**src/rtl/reg_spiller.sv**
```systemverilog
`default_nettype none
// ============================================================================
//  Module      : reg_spiller
//  Description : Spills the whole register stack to memory (save) or refills
//                it from memory (restore). A save reads registers two at a
//                time and writes them to base+0 .. base+N-1. A restore reads
//                base+0 .. base+N-1 and writes each word back into its
//                register.
//  Revision    : 1.0 - initial release
// ----------------------------------------------------------------------------
//  Ports
//    clk, reset_n             clock, synchronous active-low reset
//    save_req, restore_req    operation requests, sampled only in IDLE
//    base_addr                memory address of register 0's slot
//    busy, done               status flag / one-cycle completion pulse
//    rs_num1/2, rs_get_enable register stack read port (data next cycle)
//    rs_out1/2                register stack read data
//    rs_setnum/val/enable     register stack write port
//    mem_addr/wdata           memory request address / write data
//    mem_write, mem_read      memory requests, held until mem_ready
//    mem_rdata, mem_ready     memory read data / accept-complete
// ============================================================================
module reg_spiller #(
  parameter int WORD_SIZE      = 16,
  parameter int NIB_SIZE       = 4,
  parameter int REG_STACK_SIZE = 16   // must be even and equal 2**NIB_SIZE
) (
  input  logic                 clk,
  input  logic                 reset_n,
  input  logic                 save_req,
  input  logic                 restore_req,
  input  logic [WORD_SIZE-1:0] base_addr,
  output logic                 busy,
  output logic                 done,
  output logic [NIB_SIZE-1:0]  rs_num1,
  output logic [NIB_SIZE-1:0]  rs_num2,
  output logic                 rs_get_enable,
  input  logic [WORD_SIZE-1:0] rs_out1,
  input  logic [WORD_SIZE-1:0] rs_out2,
  output logic [NIB_SIZE-1:0]  rs_setnum,
  output logic [WORD_SIZE-1:0] rs_setval,
  output logic                 rs_set_enable,
  output logic [WORD_SIZE-1:0] mem_addr,
  output logic [WORD_SIZE-1:0] mem_wdata,
  output logic                 mem_write,
  output logic                 mem_read,
  input  logic [WORD_SIZE-1:0] mem_rdata,
  input  logic                 mem_ready
);

  typedef enum logic [2:0] {
    IDLE    = 3'd0,
    S_GET   = 3'd1,
    S_LATCH = 3'd2,
    S_W0    = 3'd3,
    S_W1    = 3'd4,
    R_RD    = 3'd5,
    R_SET   = 3'd6,
    DONE    = 3'd7
  } state_t;

  localparam int                  C_PAD       = WORD_SIZE - NIB_SIZE;
  localparam logic [NIB_SIZE-1:0] C_LAST_PAIR = NIB_SIZE'(REG_STACK_SIZE / 2 - 1);
  localparam logic [NIB_SIZE-1:0] C_LAST_REG  = NIB_SIZE'(REG_STACK_SIZE - 1);

  state_t                r_state;
  logic [NIB_SIZE-1:0]   r_idx;     // pair index p during save, register index i during restore
  logic [WORD_SIZE-1:0]  r_base;
  logic [WORD_SIZE-1:0]  r_buf0;
  logic [WORD_SIZE-1:0]  r_buf1;

  logic [NIB_SIZE-1:0]   w_idx_inc;
  logic [NIB_SIZE-1:0]   w_pair_lo;
  logic [NIB_SIZE-1:0]   w_pair_hi;
  logic [NIB_SIZE-1:0]   w_next_lo;
  logic [NIB_SIZE-1:0]   w_next_hi;
  logic [WORD_SIZE-1:0]  w_addr_lo;
  logic [WORD_SIZE-1:0]  w_addr_hi;
  logic [WORD_SIZE-1:0]  w_addr_i;
  logic [WORD_SIZE-1:0]  w_addr_inc;

  // Register numbers of the current and next pair: 2p and 2p+1.
  assign w_idx_inc  = r_idx + NIB_SIZE'(1);
  assign w_pair_lo  = {r_idx[NIB_SIZE-2:0], 1'b0};
  assign w_pair_hi  = {r_idx[NIB_SIZE-2:0], 1'b1};
  assign w_next_lo  = {w_idx_inc[NIB_SIZE-2:0], 1'b0};
  assign w_next_hi  = {w_idx_inc[NIB_SIZE-2:0], 1'b1};

  // Plain WORD_SIZE-bit adds, so slot addresses wrap past the top of memory.
  assign w_addr_lo  = r_base + {{C_PAD{1'b0}}, w_pair_lo};
  assign w_addr_hi  = r_base + {{C_PAD{1'b0}}, w_pair_hi};
  assign w_addr_i   = r_base + {{C_PAD{1'b0}}, r_idx};
  assign w_addr_inc = r_base + {{C_PAD{1'b0}}, w_idx_inc};

  // All outputs are registered: each branch sets the values for the state it
  // moves into. Everything defaults to deasserted/zero, so any state that does
  // not drive a strobe or bus leaves it at 0 and the strobes stay exclusive.
  always_ff @(posedge clk) begin
    if (!reset_n) begin
      r_state       <= IDLE;
      r_idx         <= '0;
      r_base        <= '0;
      r_buf0        <= '0;
      r_buf1        <= '0;
      busy          <= 1'b0;
      done          <= 1'b0;
      rs_num1       <= '0;
      rs_num2       <= '0;
      rs_get_enable <= 1'b0;
      rs_setnum     <= '0;
      rs_setval     <= '0;
      rs_set_enable <= 1'b0;
      mem_addr      <= '0;
      mem_wdata     <= '0;
      mem_write     <= 1'b0;
      mem_read      <= 1'b0;
    end else begin
      busy          <= 1'b1;
      done          <= 1'b0;
      rs_num1       <= '0;
      rs_num2       <= '0;
      rs_get_enable <= 1'b0;
      rs_setnum     <= '0;
      rs_setval     <= '0;
      rs_set_enable <= 1'b0;
      mem_addr      <= '0;
      mem_wdata     <= '0;
      mem_write     <= 1'b0;
      mem_read      <= 1'b0;

      case (r_state)
        IDLE: begin
          busy <= save_req | restore_req;
          if (save_req) begin
            r_state       <= S_GET;
            r_base        <= base_addr;
            r_idx         <= '0;
            rs_get_enable <= 1'b1;
            rs_num1       <= '0;
            rs_num2       <= NIB_SIZE'(1);
          end else if (restore_req) begin
            r_state  <= R_RD;
            r_base   <= base_addr;
            r_idx    <= '0;
            mem_read <= 1'b1;
            mem_addr <= base_addr;
          end
        end

        // Register stack data appears during S_LATCH.
        S_GET: r_state <= S_LATCH;

        S_LATCH: begin
          r_buf0    <= rs_out1;
          r_buf1    <= rs_out2;
          r_state   <= S_W0;
          mem_write <= 1'b1;
          mem_addr  <= w_addr_lo;
          mem_wdata <= rs_out1;
        end

        S_W0: begin
          mem_write <= 1'b1;
          if (mem_ready) begin
            r_state   <= S_W1;
            mem_addr  <= w_addr_hi;
            mem_wdata <= r_buf1;
          end else begin
            mem_addr  <= w_addr_lo;
            mem_wdata <= r_buf0;
          end
        end

        S_W1: begin
          if (mem_ready) begin
            if (r_idx == C_LAST_PAIR) begin
              r_state <= DONE;
              done    <= 1'b1;
              busy    <= 1'b0;
            end else begin
              r_idx         <= w_idx_inc;
              r_state       <= S_GET;
              rs_get_enable <= 1'b1;
              rs_num1       <= w_next_lo;
              rs_num2       <= w_next_hi;
            end
          end else begin
            mem_write <= 1'b1;
            mem_addr  <= w_addr_hi;
            mem_wdata <= r_buf1;
          end
        end

        R_RD: begin
          if (mem_ready) begin
            r_state       <= R_SET;
            rs_set_enable <= 1'b1;
            rs_setnum     <= r_idx;
            rs_setval     <= mem_rdata;
          end else begin
            mem_read <= 1'b1;
            mem_addr <= w_addr_i;
          end
        end

        R_SET: begin
          if (r_idx == C_LAST_REG) begin
            r_state <= DONE;
            done    <= 1'b1;
            busy    <= 1'b0;
          end else begin
            r_idx    <= w_idx_inc;
            r_state  <= R_RD;
            mem_read <= 1'b1;
            mem_addr <= w_addr_inc;
          end
        end

        DONE: begin
          r_state <= IDLE;
          busy    <= 1'b0;
        end

        default: begin
          r_state <= IDLE;
          busy    <= 1'b0;
        end
      endcase
    end
  end

endmodule
`default_nettype wire

```
**config.mk**
```make
export PLATFORM = sky130hd
export DESIGN_NAME = reg_spiller
export DESIGN_NICKNAME = d
export VERILOG_FILES = /design/src/rtl/reg_spiller.sv
export SDC_FILE = /design/constraint.sdc
export NUM_CORES = 1
export LEC_CHECK = 0
export ABC_AREA = 1
export BUFFER_PORTS_ARGS = -buffer_cell sky130_fd_sc_hd__buf_2
export CELL_PAD_IN_SITES_DETAIL_PLACEMENT = 2
export CELL_PAD_IN_SITES_GLOBAL_PLACEMENT = 2
export CORE_MARGIN = 2
export CORE_UTILIZATION = 32
export DETAILED_ROUTE_END_ITERATION = 6
export GPL_TIMING_DRIVEN = 0
export HOLD_SLACK_MARGIN = 0.12
export PLACE_DENSITY_LB_ADDON = 0.1
export SLEW_MARGIN = 20
export SYNTH_ARGS = -nofsm -noshare
export SYNTH_HDL_FRONTEND = slang
export SYNTH_SLANG_ARGS = --single-unit
```
**constraint.sdc**
```tcl
create_clock -name clk -period 5.73 [get_ports clk]
set_clock_uncertainty 0.05 [all_clocks]
set_input_delay 0.2865 -clock clk [delete_from_list [all_inputs] [get_ports clk]]
set_output_delay 0.2865 -clock clk [all_outputs]
set_load 0.05 [all_outputs]
```
* After elaboration in Yosys (flattened, before gate mapping)
Index checks and enable logic that the tools add are counted.
** Cells by class
- Bitwise gates (word level) :: 4
- Mux-type cells :: 47
- Eq/ne operators :: 15
- Add/sub/neg operators :: 5
- Reductions and logical operators :: 11
** Operators with widths (count)
- 16-bit 2-to-1 mux :: 10
- 16-bit case mux with 6 select lines :: 1
- 16-bit by 4-bit adder with 16-bit output :: 4
- 16-bit case mux with 3 select lines :: 1
- 4-bit 2-to-1 mux :: 7
- 3-bit case mux with 8 select lines :: 1
- 3-bit 2-to-1 mux :: 6
- 1-bit 2-to-1 mux :: 13
- 3-bit == test, second input constant :: 4
- 4-bit case mux with 3 select lines :: 1
- 2-bit != test, second input constant :: 5
- 4-bit case mux with 2 select lines :: 1
- 3-bit by 2-bit == test with 1-bit output, second input constant :: 2
- 1-bit case mux with 2 select lines :: 3
- 3-bit AND reduction :: 2
- 5-bit AND reduction :: 1
- 4-bit by 1-bit adder with 4-bit output, second input constant :: 1
- 4-bit by 3-bit == test with 1-bit output, second input constant :: 1
- 4-bit == test, second input constant :: 1
- 1-bit case mux with 4 select lines :: 1
- 2-bit AND reduction :: 2
- 4-bit AND reduction :: 1
- 4-bit OR reduction :: 1
- 3-bit by 1-bit == test with 1-bit output, second input constant :: 1
- other kinds (9) :: 11
** Word-level totals
- Output and inout port bits :: 66
- Input port bits :: 69
- Flip-flop bits (word level) :: 121
- Logic and storage cells :: 100

* Longest topological paths before layout
- Depth in word-level cells :: 4
- Gate-level depth with buffers :: 15
- Depth with buffers taken out :: 15

* Worst setup path before layout
Ideal clock, no wire load.
- Path kind :: register -> register
- Start point :: register r_idx[1]
- End point :: register mem_addr[9]
- Data required time :: 5552 ps
- Setup time :: 128 ps
- Slack :: 3631 ps
- Cell stages (with the launch flop) :: 15
- Arrival :: 1922 ps
- Path buffers :: 0
- Clock period less this slack :: 2099 ps
- Cell sequence :: dfxtp_1 > ha_1 > nand2_1 > inv_1 > nor2_1 > ha_1 > nand3_1 > nand3_1 > nand2_1 > nand2_1 > nand3_1 > nand3_1 > nand3b_1 > nor2_1 > nor2_1
** On the way
- Cells in the longest elaborated chain, start to end :: 4
- Elaborated cells on any way between the ends :: 11
- Those cells by class :: add/sub (5); eq/ne (1); mux (5)
** RTL lines
- start, declared :: line 67 : logic [NIB_SIZE-1:0] r_idx;
- start signal, assigned :: line 181 : r_idx <= w_idx_inc;
- start signal, assigned :: line 212 : r_idx <= w_idx_inc;
- 4-bit by 1-bit adder with 4-bit output :: line 83 : assign w_idx_inc = r_idx + NIB_SIZE'(1);
- via w_idx_inc[2] :: line 72 : logic [NIB_SIZE-1:0] w_idx_inc;
- 16-bit by 4-bit adder with 16-bit output :: line 93 : assign w_addr_inc = r_base + {{C_PAD{1'b0}}, w_idx_inc};
- 16-bit 2-to-1 mux :: line 207 : if (r_idx == C_LAST_REG) begin
- 16-bit case mux with 6 select lines :: line 131 : case (r_state)
- end signal, assigned :: line 146 : mem_addr <= base_addr;
- end signal, assigned :: line 202 : mem_addr <= w_addr_i;
- end signal, assigned :: line 215 : mem_addr <= w_addr_inc;
- end, declared :: line 43 : output logic [WORD_SIZE-1:0] mem_addr,
The timed path passes the listed nets, and every way through them passes these cells.
A chain may end at the register's enable or synchronous reset.

* Worst setup path after layout
- Start point :: register r_idx[0]
- End point :: register mem_addr[5]
Same word-level chain as after synthesis.

==> results.yml <==
yosys:
  post-synth-top-area-cell: "dfxtp_1"
  synthesis.area_sq_um: 6223
  synthCells: 910
  async_flop_share_pct: 0
  ys.flop_type: "dfxtp_1"
  synth_nets: 996
  synth_common_cells: "216 x nand2_1, 120 x inv_1, 119 x dfxtp_1"
  synth_area_leaders: "dfxtp_1 38%, nand2_1 13%, nand3_1 7.4%, inv_1 7.2%, nor2_1 5.9%"
  ys_types: 40
  synth-edff-count: 0
  netlist.area_leader.share_pct: 38.28
  seq_area_frac_synth_pct: 38.28
  yosys_register_bits: 119
  synth.most_common_cell: "nand2_1"
  ys_warn_count: 0
  postSynthAreaPerCell_sq_um: 6.839
global_route:
  track_usage_pct: 27.49
  grt_max_degree: 17
  grt_remaining_overflow: 0
  antenna_found_initial: 0
  grt_pass1_vias: 7667
  grt_pass1_wl_mm: 42.75
cts:
  post_cts_buffers: 0
  clock_sinks: 119
  cts_buffers: 17
  clkLatencyLatePin_ns: 0.43
  cts_tree: "built"
  cts_max_path_buffers: 2
  cts_max_level: 4
  clk_pin_slew_ns: 0.06
  root_buffer: "clkbuf_16"
setup_path:
  crit_path_max_fanout: 8
  crit_type: "reg2reg"
  r2r_slack_ns: 2.72
  r2r-start: "r_idx[0]$_SDFFE_PN0P_"
  cpMaxStageDelayCell: "dfxtp_1"
  endpoint: "mem_addr[5]$_SDFF_PN0_"
  slowest_delay_ns: 0.55
  critical_path.cell_chain: "ha_1 -> nand2_1 -> inv_1 -> nor2_1 -> ha_1 -> nand3_1 -> nand3_1 -> nand2_1 -> nand2_1 -> nand2_1 -> o21ai_0 -> nand2_1 -> nand2_1 -> nor2_1 -> nor2_1"
  startpoint_type: "flop"
  path_buf_inv: 1
  crit_path_start: "r_idx[0]$_SDFFE_PN0P_"
  cp.depth: 15
  path_common_cell: "nand2_1"
  reg2reg_depth: 15
  critPathTopFamily: "simple AND/OR/NAND/NOR gates"
  reg2reg_to: "mem_addr[5]$_SDFF_PN0_"
  cp.required_ns: 5.97
  crit_arrival_ns: 3.24
  endpoint_kind: "flop"
layout:
  final_area_sq_um: 8397
  nNetsFinal: 1208
  drive_above_1_share_pct: 20.18
  area_delta_synth_final_pct: 34.92
  diodes: 0
placement:
  dp_hpwl_mm: 18.15
  port_buffers: 132
  place_area_sq_um: 7216
  pre_cts_ws_ns: 2.930
  gp_congestion: 0.8583
power_and_ir_drop:
  power_leakage_nw: 4.113
  vdd_drop_max_mv: 0.2548
  p_per_area_nw_per_um2: 457.8
  power_mw: 3.844
route:
  dr.pass1.iters: 5
  wirelength_mm: 27.71
  routed-via-count: 6990
  via_per_inst: 4.993
  drt_iter0_drc: 309
  drc_errors: 0
  routedWlPerCell_um: 19.79
  ant_nets: 0
sta:
  whs_ns: 0.1449
  post-route-min-period_ns: 3.006
  relSlewSlack_pct: 36.72
  tns_ns: 0
  report.final.slew_viol_count: 0
  max_freq_mhz: 332.6
  rsz0062_at_grt: "false"
  final_hold_viol_count: 0
  setup_ws_ns: 2.724
  finalSetupViolations: 0
  fin_crit_sh_pct: 52.47
  max_slew.worst_pin.slew_ns: 0.9492
floorplanning:
  start_util_pct: 32.29
  die_h_um: 143.5
  rows: 51
  die_x_um: 143.5
  die_area_sq_um: 20580
  io-pin-count: 135
  core_sq_um: 19270
outcome:
  status: "finished clean"
job:
  cap_violations: 0
hold_path:
  hold_path_class: "in2reg"
flip-flops by register name (all words and copies together), names as in the netlist:
signal	flops
r_state	3
rs_set_enable	1
rs_num2	4
r_buf1	16
rs_setval	16
rs_num1	3
r_base	16
r_idx	4
rs_setnum	4
mem_read	1
mem_wdata	16
done	1
mem_addr	16
busy	1
mem_write	1
r_buf0	16
layout make-up:
class	count	area, sq um
Buffer	39	214.0
Multi-Input combinational cell	619	3128
Clock inverter	14	141.4
Inverter	133	499.2
Fill cell	2342	10870
Timing Repair Buffer	193	1271
Tap cell	265	331.6
Clock buffer	18	429.2
Sequential cell	119	2382
report_power, final:
part / switching (mW) / total, mW / internal [mW]
logic: 1.15 / 1.61 / 0.464
registers: 0.155 / 1.16 / 1.01
clock network: 0.463 / 1.07 / 0.608
total: 1.77 / 3.84 / 2.08
metal layers:
| metal | routed length (um) | share of wire [%] | GRT usage, % | vias to the layer above |
|---|---|---|---|---|
| met5 | 0 | 0 | 0 | - |
| met4 | 391 | 1.4 | 7.379 | 0 |
| met1 | 12180 | 44 | 33.95 | 3457 |
| met2 | 14220 | 51 | 49.70 | 152 |
| met3 | 922 | 3.3 | 4.099 | 29 |
| li1 | - | - | - | 3352 |
per-stage QoR:
step / utilization, % / instances
floorplan: - / 910
detailed placement: 37.44 / 1307
global placement: 37.44 / 1307
global route: 43.57 / 1400
finish: 43.57 / 1400
CTS: 43.57 / 1400
repair_timing:
action,4_1_cts,5_1_grt
resized for setup,0,0
hold buffers,61,0
hold endpoints to repair,61,0
cells by family after synthesis:
group	after synthesis	share of synthesized area, %
fa+ha+maj	17	3.900
compound gates	141	13.27
flops	119	38.28
simple gates	453	32.05
buf+inv	172	11.46
xor+xnor	7	0.9851
other cells	1	0.06026
cells in the final DEF, fill, tap and decap left out, drive strengths merged, types with 17 or more instances in the layout:
cell type,netlist,routed
buf,25,157
nand3,93,93
inv,133,139
dlygate4sd3,0,61
dfxtp,119,119
clkbuf,14,32
o21ai,49,49
nand2,225,225
nand4,17,17
a21oi,53,53
nor2,108,108
worst min-delay path by stage:
stage                                 from                 endpoint  slack (ns)  cells after the start
floorplan                     mem_rdata[0]  rs_setval[0]$_SDFF_PN0_        0.35                      2
finish                         rs_out2[15]  r_buf1[15]$_SDFFE_PN0P_        0.14                      3
global placement    r_buf1[5]$_SDFFE_PN0P_   r_buf1[5]$_SDFFE_PN0P_        0.40                      2
detailed placement  r_buf1[7]$_SDFFE_PN0P_   r_buf1[7]$_SDFFE_PN0P_        0.40                      2
global route                    rs_out1[0]   r_buf0[0]$_SDFFE_PN0P_        0.18                      3
CTS                             rs_out1[0]   r_buf0[0]$_SDFFE_PN0P_        0.14                      3
tightest hold or removal path, cell delays in order:
cell and delay (ns):
buf_2 0.09, o21ai_0 0.09, a21oi_1 0.12
Note: power is estimated with default switching activity, not from simulation.
